### src/rtl/datapath_pipe.sv
// datapath_pipe: two-stage execute datapath (E = operand latch + shift/ALU,
// R = registered result) with an embedded register file and NZCV status.
//
// Ports:
//   clk, rst            clock (rising edge), synchronous active-high reset
//   in_valid/in_ready   instruction handshake from decode/controller
//   a_addr,b_addr,s_addr operand A, operand B and shift-amount registers
//   imm, sel_b_imm      immediate operand; selects imm for B (no shift)
//   sel_a_zero          force A to zero
//   sel_shift_reg       shift amount from s_addr register (else shift_imm)
//   shift_imm,shift_op  immediate shift amount; LSL/LSR/ASR/ROR
//   alu_op              ADD SUB AND ORR EOR MOV RSB PASSA
//   wr_en,wr_addr       write result back on retire
//   set_flags           update status on retire
//   ldr_en/addr/data    external (load) register write, every cycle asserted
//   out_valid/out_ready result handshake to memory/writeback
//   out_data,out_flags  registered result and its NZCV
//   status              architectural NZCV
module datapath_pipe #(
    parameter int DATA_W = 32,
    parameter int NREG   = 16,
    parameter int FWD_EN = 1
) (
    input  logic                        clk,
    input  logic                        rst,
    input  logic                        in_valid,
    output logic                        in_ready,
    input  logic [$clog2(NREG)-1:0]     a_addr,
    input  logic [$clog2(NREG)-1:0]     b_addr,
    input  logic [$clog2(NREG)-1:0]     s_addr,
    input  logic [DATA_W-1:0]           imm,
    input  logic                        sel_b_imm,
    input  logic                        sel_a_zero,
    input  logic                        sel_shift_reg,
    input  logic [$clog2(DATA_W)-1:0]   shift_imm,
    input  logic [1:0]                  shift_op,
    input  logic [2:0]                  alu_op,
    input  logic                        wr_en,
    input  logic [$clog2(NREG)-1:0]     wr_addr,
    input  logic                        set_flags,
    input  logic                        ldr_en,
    input  logic [$clog2(NREG)-1:0]     ldr_addr,
    input  logic [DATA_W-1:0]           ldr_data,
    output logic                        out_valid,
    input  logic                        out_ready,
    output logic [DATA_W-1:0]           out_data,
    output logic [3:0]                  out_flags,
    output logic [3:0]                  status
);
    localparam int AW  = $clog2(NREG);
    localparam int SW  = $clog2(DATA_W);
    localparam int MSB = DATA_W - 1;

    localparam logic [2:0] OP_ADD = 3'd0, OP_SUB = 3'd1, OP_AND = 3'd2, OP_ORR = 3'd3,
                           OP_EOR = 3'd4, OP_MOV = 3'd5, OP_RSB = 3'd6, OP_PASSA = 3'd7;

    typedef struct packed {
        logic [DATA_W-1:0] a, b, s, imm;
        logic              sel_b_imm, sel_a_zero, sel_shift_reg;
        logic [SW-1:0]     shift_imm;
        logic [1:0]        shift_op;
        logic [2:0]        alu_op;
        logic              wr_en;
        logic [AW-1:0]     wr_addr;
        logic              set_flags;
    } e_t;

    typedef struct packed {
        logic [DATA_W-1:0] data;
        logic [3:0]        flags;
        logic              wr_en;
        logic [AW-1:0]     wr_addr;
        logic              set_flags;
    } r_t;

    logic [1:0]        vld_pipe;   // [0] = E stage valid, [1] = R stage valid
    e_t                e_q, e_d;
    r_t                r_q, r_d;
    logic [DATA_W-1:0] regs [NREG];

    logic              adv, retire;
    logic [DATA_W-1:0] alu_res;
    logic [3:0]        alu_flags;

    assign out_valid = vld_pipe[1];
    assign out_data  = r_q.data;
    assign out_flags = r_q.flags;
    assign adv       = !vld_pipe[1] || out_ready;
    assign in_ready  = adv;
    assign retire    = vld_pipe[1] && out_ready;

    // Operand fetch for A (0), B (1), S (2): youngest in-flight writer wins,
    // then the load port, then the register file.
    logic [2:0][AW-1:0]     src_addr;
    logic [2:0][DATA_W-1:0] src_val;
    assign src_addr = {s_addr, b_addr, a_addr};

    always_comb begin
        for (int i = 0; i < 3; i++) begin
            src_val[i] = regs[src_addr[i]];
            if (FWD_EN != 0) begin
                if (vld_pipe[0] && e_q.wr_en && e_q.wr_addr == src_addr[i])
                    src_val[i] = alu_res;
                else if (vld_pipe[1] && r_q.wr_en && r_q.wr_addr == src_addr[i])
                    src_val[i] = r_q.data;
                else if (ldr_en && ldr_addr == src_addr[i])
                    src_val[i] = ldr_data;
            end
        end
    end

    always_comb begin
        e_d               = '0;
        e_d.a             = src_val[0];
        e_d.b             = src_val[1];
        e_d.s             = src_val[2];
        e_d.imm           = imm;
        e_d.sel_b_imm     = sel_b_imm;
        e_d.sel_a_zero    = sel_a_zero;
        e_d.sel_shift_reg = sel_shift_reg;
        e_d.shift_imm     = shift_imm;
        e_d.shift_op      = shift_op;
        e_d.alu_op        = alu_op;
        e_d.wr_en         = wr_en;
        e_d.wr_addr       = wr_addr;
        e_d.set_flags     = set_flags;
    end

    // Barrel shifter on the latched B; ROR takes the low half of {b,b} >> n.
    logic [SW-1:0]       shamt;
    logic [2*DATA_W-1:0] rot;
    logic [DATA_W-1:0]   shifted, a_op, b_op;

    assign shamt = e_q.sel_shift_reg ? SW'(e_q.s) : e_q.shift_imm;
    assign rot   = {e_q.b, e_q.b} >> shamt;

    always_comb begin
        case (e_q.shift_op)
            2'd0:    shifted = e_q.b << shamt;
            2'd1:    shifted = e_q.b >> shamt;
            2'd2:    shifted = $signed(e_q.b) >>> shamt;
            default: shifted = rot[DATA_W-1:0];
        endcase
    end

    assign a_op = e_q.sel_a_zero ? '0 : e_q.a;
    assign b_op = e_q.sel_b_imm ? e_q.imm : shifted;

    // C/V for logic ops come from the newest flag-setting instruction, which
    // may still be waiting in R, so program order is preserved.
    logic cur_c, cur_v, c, v;
    logic [DATA_W:0] sum;
    assign cur_c = (vld_pipe[1] && r_q.set_flags) ? r_q.flags[1] : status[1];
    assign cur_v = (vld_pipe[1] && r_q.set_flags) ? r_q.flags[0] : status[0];

    always_comb begin
        sum     = '0;
        alu_res = '0;
        c       = cur_c;
        v       = cur_v;
        case (e_q.alu_op)
            OP_ADD: begin
                sum     = {1'b0, a_op} + {1'b0, b_op};
                alu_res = sum[DATA_W-1:0];
                c       = sum[DATA_W];
                v       = (a_op[MSB] == b_op[MSB]) && (alu_res[MSB] != a_op[MSB]);
            end
            OP_SUB: begin
                sum     = {1'b0, a_op} + {1'b0, ~b_op} + (DATA_W+1)'(1);
                alu_res = sum[DATA_W-1:0];
                c       = sum[DATA_W];
                v       = (a_op[MSB] != b_op[MSB]) && (alu_res[MSB] != a_op[MSB]);
            end
            OP_RSB: begin
                sum     = {1'b0, b_op} + {1'b0, ~a_op} + (DATA_W+1)'(1);
                alu_res = sum[DATA_W-1:0];
                c       = sum[DATA_W];
                v       = (a_op[MSB] != b_op[MSB]) && (alu_res[MSB] != b_op[MSB]);
            end
            OP_AND:   alu_res = a_op & b_op;
            OP_ORR:   alu_res = a_op | b_op;
            OP_EOR:   alu_res = a_op ^ b_op;
            OP_MOV:   alu_res = b_op;
            OP_PASSA: alu_res = a_op;
            default:  alu_res = '0;
        endcase
    end

    assign alu_flags = {alu_res[MSB], alu_res == '0, c, v};

    // Bubbles carry no write or flag intent into R.
    always_comb begin
        r_d           = '0;
        r_d.data      = alu_res;
        r_d.flags     = alu_flags;
        r_d.wr_en     = vld_pipe[0] && e_q.wr_en;
        r_d.wr_addr   = e_q.wr_addr;
        r_d.set_flags = vld_pipe[0] && e_q.set_flags;
    end

    always_ff @(posedge clk) begin
        if (rst) begin
            vld_pipe <= '0;
            e_q      <= '0;
            r_q      <= '0;
            status   <= '0;
        end else begin
            if (adv) begin
                vld_pipe <= {vld_pipe[0], in_valid};
                e_q      <= e_d;
                r_q      <= r_d;
            end
            if (retire && r_q.set_flags)
                status <= r_q.flags;
        end
    end

    // Retire beats a same-cycle load to the same register.
    always_ff @(posedge clk) begin
        for (int i = 0; i < NREG; i++) begin
            if (rst)
                regs[i] <= '0;
            else if (retire && r_q.wr_en && r_q.wr_addr == AW'(i))
                regs[i] <= r_q.data;
            else if (ldr_en && ldr_addr == AW'(i))
                regs[i] <= ldr_data;
        end
    end
endmodule

### config.mk
export PLATFORM = sky130hd
export DESIGN_NAME = datapath_pipe
export DESIGN_NICKNAME = d
export VERILOG_FILES = /design/src/rtl/datapath_pipe.sv
export SDC_FILE = /design/constraint.sdc
export NUM_CORES = 2
export LEC_CHECK = 0
export CAP_MARGIN = 0
export CORE_MARGIN = 2
export CORE_UTILIZATION = 25
export DETAILED_ROUTE_END_ITERATION = 10
export GPL_TIMING_DRIVEN = 0
export PLACE_DENSITY = 0.46
export SLEW_MARGIN = 25
export SYNTH_ARGS = -nofsm -noshare
export SYNTH_HDL_FRONTEND = slang
export SYNTH_SLANG_ARGS = --single-unit
### constraint.sdc
create_clock -name clk -period 9 [get_ports clk]
set_input_delay 2.25 -clock clk [delete_from_list [all_inputs] [get_ports clk]]
set_output_delay 2.25 -clock clk [all_outputs]
set_load 0.1 [all_outputs]
==> results.txt <==
outcome = finished clean
GP Congestion = 0.985
maximum number of pins on one net before global-route repair = 33
wire length of the first global-routing pass = 379 mm
critical path's largest stage delay = 0.85 ns
height of the die = 455 um
Synth async-reset ratio = 0%
cell with the largest stage delay on the worst path = sky130_fd_sc_hd__a2111oi_2
number of placed cells counting well taps = 7,634
time the final worst path needs with I/O delays and setup = 8.93 ns
buffers added on ports = 100
Post-Syn Nets = 5,060
Crit Reg-Reg Endpoint = out_flags[2]$_SDFFE_PP0P_
die width = 455 um
slew at the pin closest to its max-slew limit = 1.21 ns
Final Cycle Share = 99.2%
clock latency reported for the late side of the worst-skew pair = 0.74 ns
number of top-level pins = 146
antenna violations before repair = 21
CTS tree = yes
number of cells in the finished layout apart from fillers = 7,794
Peak VDD IR = 0.156 mV
series of cell instances along the critical path = mux2_2 -> buf_2 -> buf_1 -> clkbuf_1 -> clkbuf_1 -> nor2_1 -> o21a_1 -> o21ai_0 -> nor2_1 -> a21o_1 -> ha_1 -> clkbuf_1 -> nand4_1 -> a2111oi_2 -> or3_1 -> nor2_1 -> a211o_1 -> a221oi_1 -> o21a_1 -> nor4b_1 -> nand4_1 -> or4_1 -> o21ai_1
Seq cells post-synth = 679
residual DRC count = 0
worst setup path endpoint = out_flags[2]$_SDFFE_PP0P_
fraction of the yosys area taken by sequential cells = 36.8%
worst-path fanout max = 10
count of antenna-violating nets left after detailed routing = 0
CTS H-tree lvls = 3
classification of the worst-slack hold path = flip-flop to flip-flop
TritonCTS Buffers = 84
Area growth syn-to-layout = 16.3%
floorplan row count = 165
total iterations of the first detailed-routing run = 8
via count of the first global-routing pass = 45,097
core footprint = 0.202 mm2
DRC violation total after the first TritonRoute iteration = 6,161
beginning of the critical path = e_q[54]$_SDFFE_PP0P_
# Max-Cap Violations = 0
global route total overflow = 0
unrepaired setup endpoints after global routing = no
Lkg Pwr = 20.9 nW
top flip-flop cell by instance count after synthesis = sky130_fd_sc_hd__edfxtp_1
Cells after Synth = 4,819
path depth of the worst reg2reg path = 23
sum of negative setup slack = 0 ns
worst endpoint data arrival time = 9.54 ns
max-slew headroom at the worst pin = 19.1%
Mean Syn Cell Area = 10.6 um2
Setup Viol. Count Final = 0
post-layout net count = 5,289
count of flip-flops with a built-in enable after synthesis = 512
Yosys warning total = 0
GRT Overall Usage = 26.3%
number of buffers added to fix hold violations after cts = 0
required arrival time at the worst endpoint = 9.61 ns
Crit Path Category = flip-flop to flip-flop
clock slew seen by the registers of the worst setup and hold paths = 0.06 ns
most frequent standard cell in the layout excluding fill and tap cells = sky130_fd_sc_hd__edfxtp_1
via count of the routed design = 47,114
startpoint of the lowest-slack register-to-register path = e_q[54]$_SDFFE_PP0P_
synthesized area = 0.0509 mm2
Worst setup EP type = flip-flop
Final Total Pwr = 11.9 mW
Initial Util = 25.2%
Clock Tree Buf Depth = 3
total power per unit cell area = 201 mW/mm2
count of pins over their slew limit = 0
number of sinks handled by clock tree synthesis = 679
DR vias/cell = 6.04
timing-limited maximum frequency = 112 MHz
critical path startpoint category = flip-flop
final number of hold-violating endpoints = 0
worst hold slack = 0.465 ns
Post-Route WL = 282 mm
die area = 0.207 mm2
post-route clock skew = 0.0594 ns
register-to-register setup slack = 0.07 ns
commonest cells after routing, fill and taps aside = sky130_fd_sc_hd__edfxtp_1, sky130_fd_sc_hd__a22o_1, sky130_fd_sc_hd__clkbuf_1
share of cells above drive strength 1 = 15.4%
dpl hpwl = 215 mm
count of cell types in the netlist = 89
count of fill cells added during filler insertion = 21,113
wire per inst = 36.2 um
root buffer cell = sky130_fd_sc_hd__clkbuf_16
## worst max-delay path: cells and delay by family, from the launching register on
family,cells,cell delay [ns]
buffers and inverters,5,2.59
adder cells (fa/ha/maj),1,0.44
AND/OR/NAND/NOR,8,2.53
multiplexers,1,0.26
AO/OA/AOI/OAI,8,2.48
flip-flops,1,0.49
## cell usage after synthesis (all sizes together), types with 19 or more instances
| master | number | area share [%] |
|---|---|---|
| a22oi | 19 | 0.29 |
| o221ai | 23 | 0.40 |
| clkbuf | 445 | 3.3 |
| o22ai | 84 | 1.0 |
| mux2i | 205 | 4.1 |
| mux2 | 24 | 0.54 |
| xor2 | 20 | 0.34 |
| nand3 | 65 | 0.64 |
| a211oi | 70 | 1.0 |
| nor2 | 396 | 2.9 |
| nand2b | 49 | 0.60 |
| nand2 | 394 | 2.9 |
| a221oi | 19 | 0.33 |
| xnor2 | 51 | 0.88 |
| a21o | 38 | 0.56 |
| buf | 157 | 1.6 |
| o211ai | 99 | 1.5 |
| a21oi | 283 | 2.8 |
| o21a | 22 | 0.32 |
| nand4 | 24 | 0.29 |
| a22o | 490 | 8.4 |
| o31ai | 19 | 0.28 |
| ha | 134 | 3.3 |
| nor3 | 62 | 0.61 |
| edfxtp | 512 | 30 |
| dfxtp | 167 | 6.6 |
| mux4 | 396 | 18 |
| o21ai | 162 | 1.6 |
| inv | 116 | 0.86 |
| nor2b | 21 | 0.26 |
## worst min path at each step
| stage | depth (start not counted) | startpoint | slack, ns | end |
|---|---|---|---|---|
| final | 2 | e_q[5]$_SDFFE_PP0P_ | 0.47 | e_q[5]$_SDFFE_PP0P_ |
| after global routing | 2 | e_q[26]$_SDFFE_PP0P_ | 0.47 | e_q[26]$_SDFFE_PP0P_ |
| after CTS | 2 | e_q[5]$_SDFFE_PP0P_ | 0.46 | e_q[5]$_SDFFE_PP0P_ |
| after detailed placement | 2 | e_q[26]$_SDFFE_PP0P_ | 0.45 | e_q[26]$_SDFFE_PP0P_ |
| after global placement | 2 | e_q[26]$_SDFFE_PP0P_ | 0.45 | e_q[26]$_SDFFE_PP0P_ |
| after floorplan | 2 | e_q[26]$_SDFFE_PP0P_ | 0.43 | e_q[26]$_SDFFE_PP0P_ |
## where the power goes
group | leakage (nW) | switching (mW) | internal [mW] | total [mW]
clock network | 1.31 | 1.56 | 1.91 | 3.47
registers | 6.34 | 0.217 | 3.59 | 3.81
logic | 13.3 | 3.18 | 1.43 | 4.61
## per-layer routing
metal,share of wire (%),GRT usage (%),vias up
met5,0.073,0.597,-
met4,6.3,14.2,10
met3,9.6,6.02,621
met2,46,41.9,3038
met1,38,33.0,24190
li1,-,-,19255
## what timing repair did
action,4_1_cts,5_1_grt
resized for setup,1,9
endpoints found under the setup margin,1,8
buffers inserted,0,0
gates cloned,0,0
## logic make-up after synthesis
logic type                 share of synthesized area (%)
buffers and inverters                               5.74
xor gates and xnor gates                            1.22
adders and majority gates                           3.41
muxes                                               22.1
AOI/OAI and AO/OA                                   21.3
and+or+nand+nor                                     9.45
DFF                                                 36.8
## state kept, by name, summed over array words and instances (netlist names)
| register | count |
|---|---|
| e_q | 120 |
| out_data | 32 |
| out_flags | 3 |
| r_q | 6 |
| regs | 512 |
| status | 4 |
| vld_pipe | 2 |
## layout make-up
class	count	area [um2]	share of cell area, %
multi-input combinational	3422	29600	50.0
sequential	679	18700	31.6
tap	2672	3340	5.65
buffer	602	2580	4.35
clock buffer	105	2250	3.81
timing repair buffer	143	1810	3.05
clock inverter	47	445	0.752
inverter	116	435	0.735
antenna	8	20.0	0.0338
## through the flow
step                utilization (%)  cell area [um2]  worst slack [ns]
CTS                            29.2            59100            0.0797
finish                         29.3            59200            0.0714
floorplan                         -            50900              2.77
global route                   29.3            59200            0.0104
detailed placement             27.9            56400            -0.141
global placement               27.3            55200             -2.39
(Power assumes the default switching activity.)
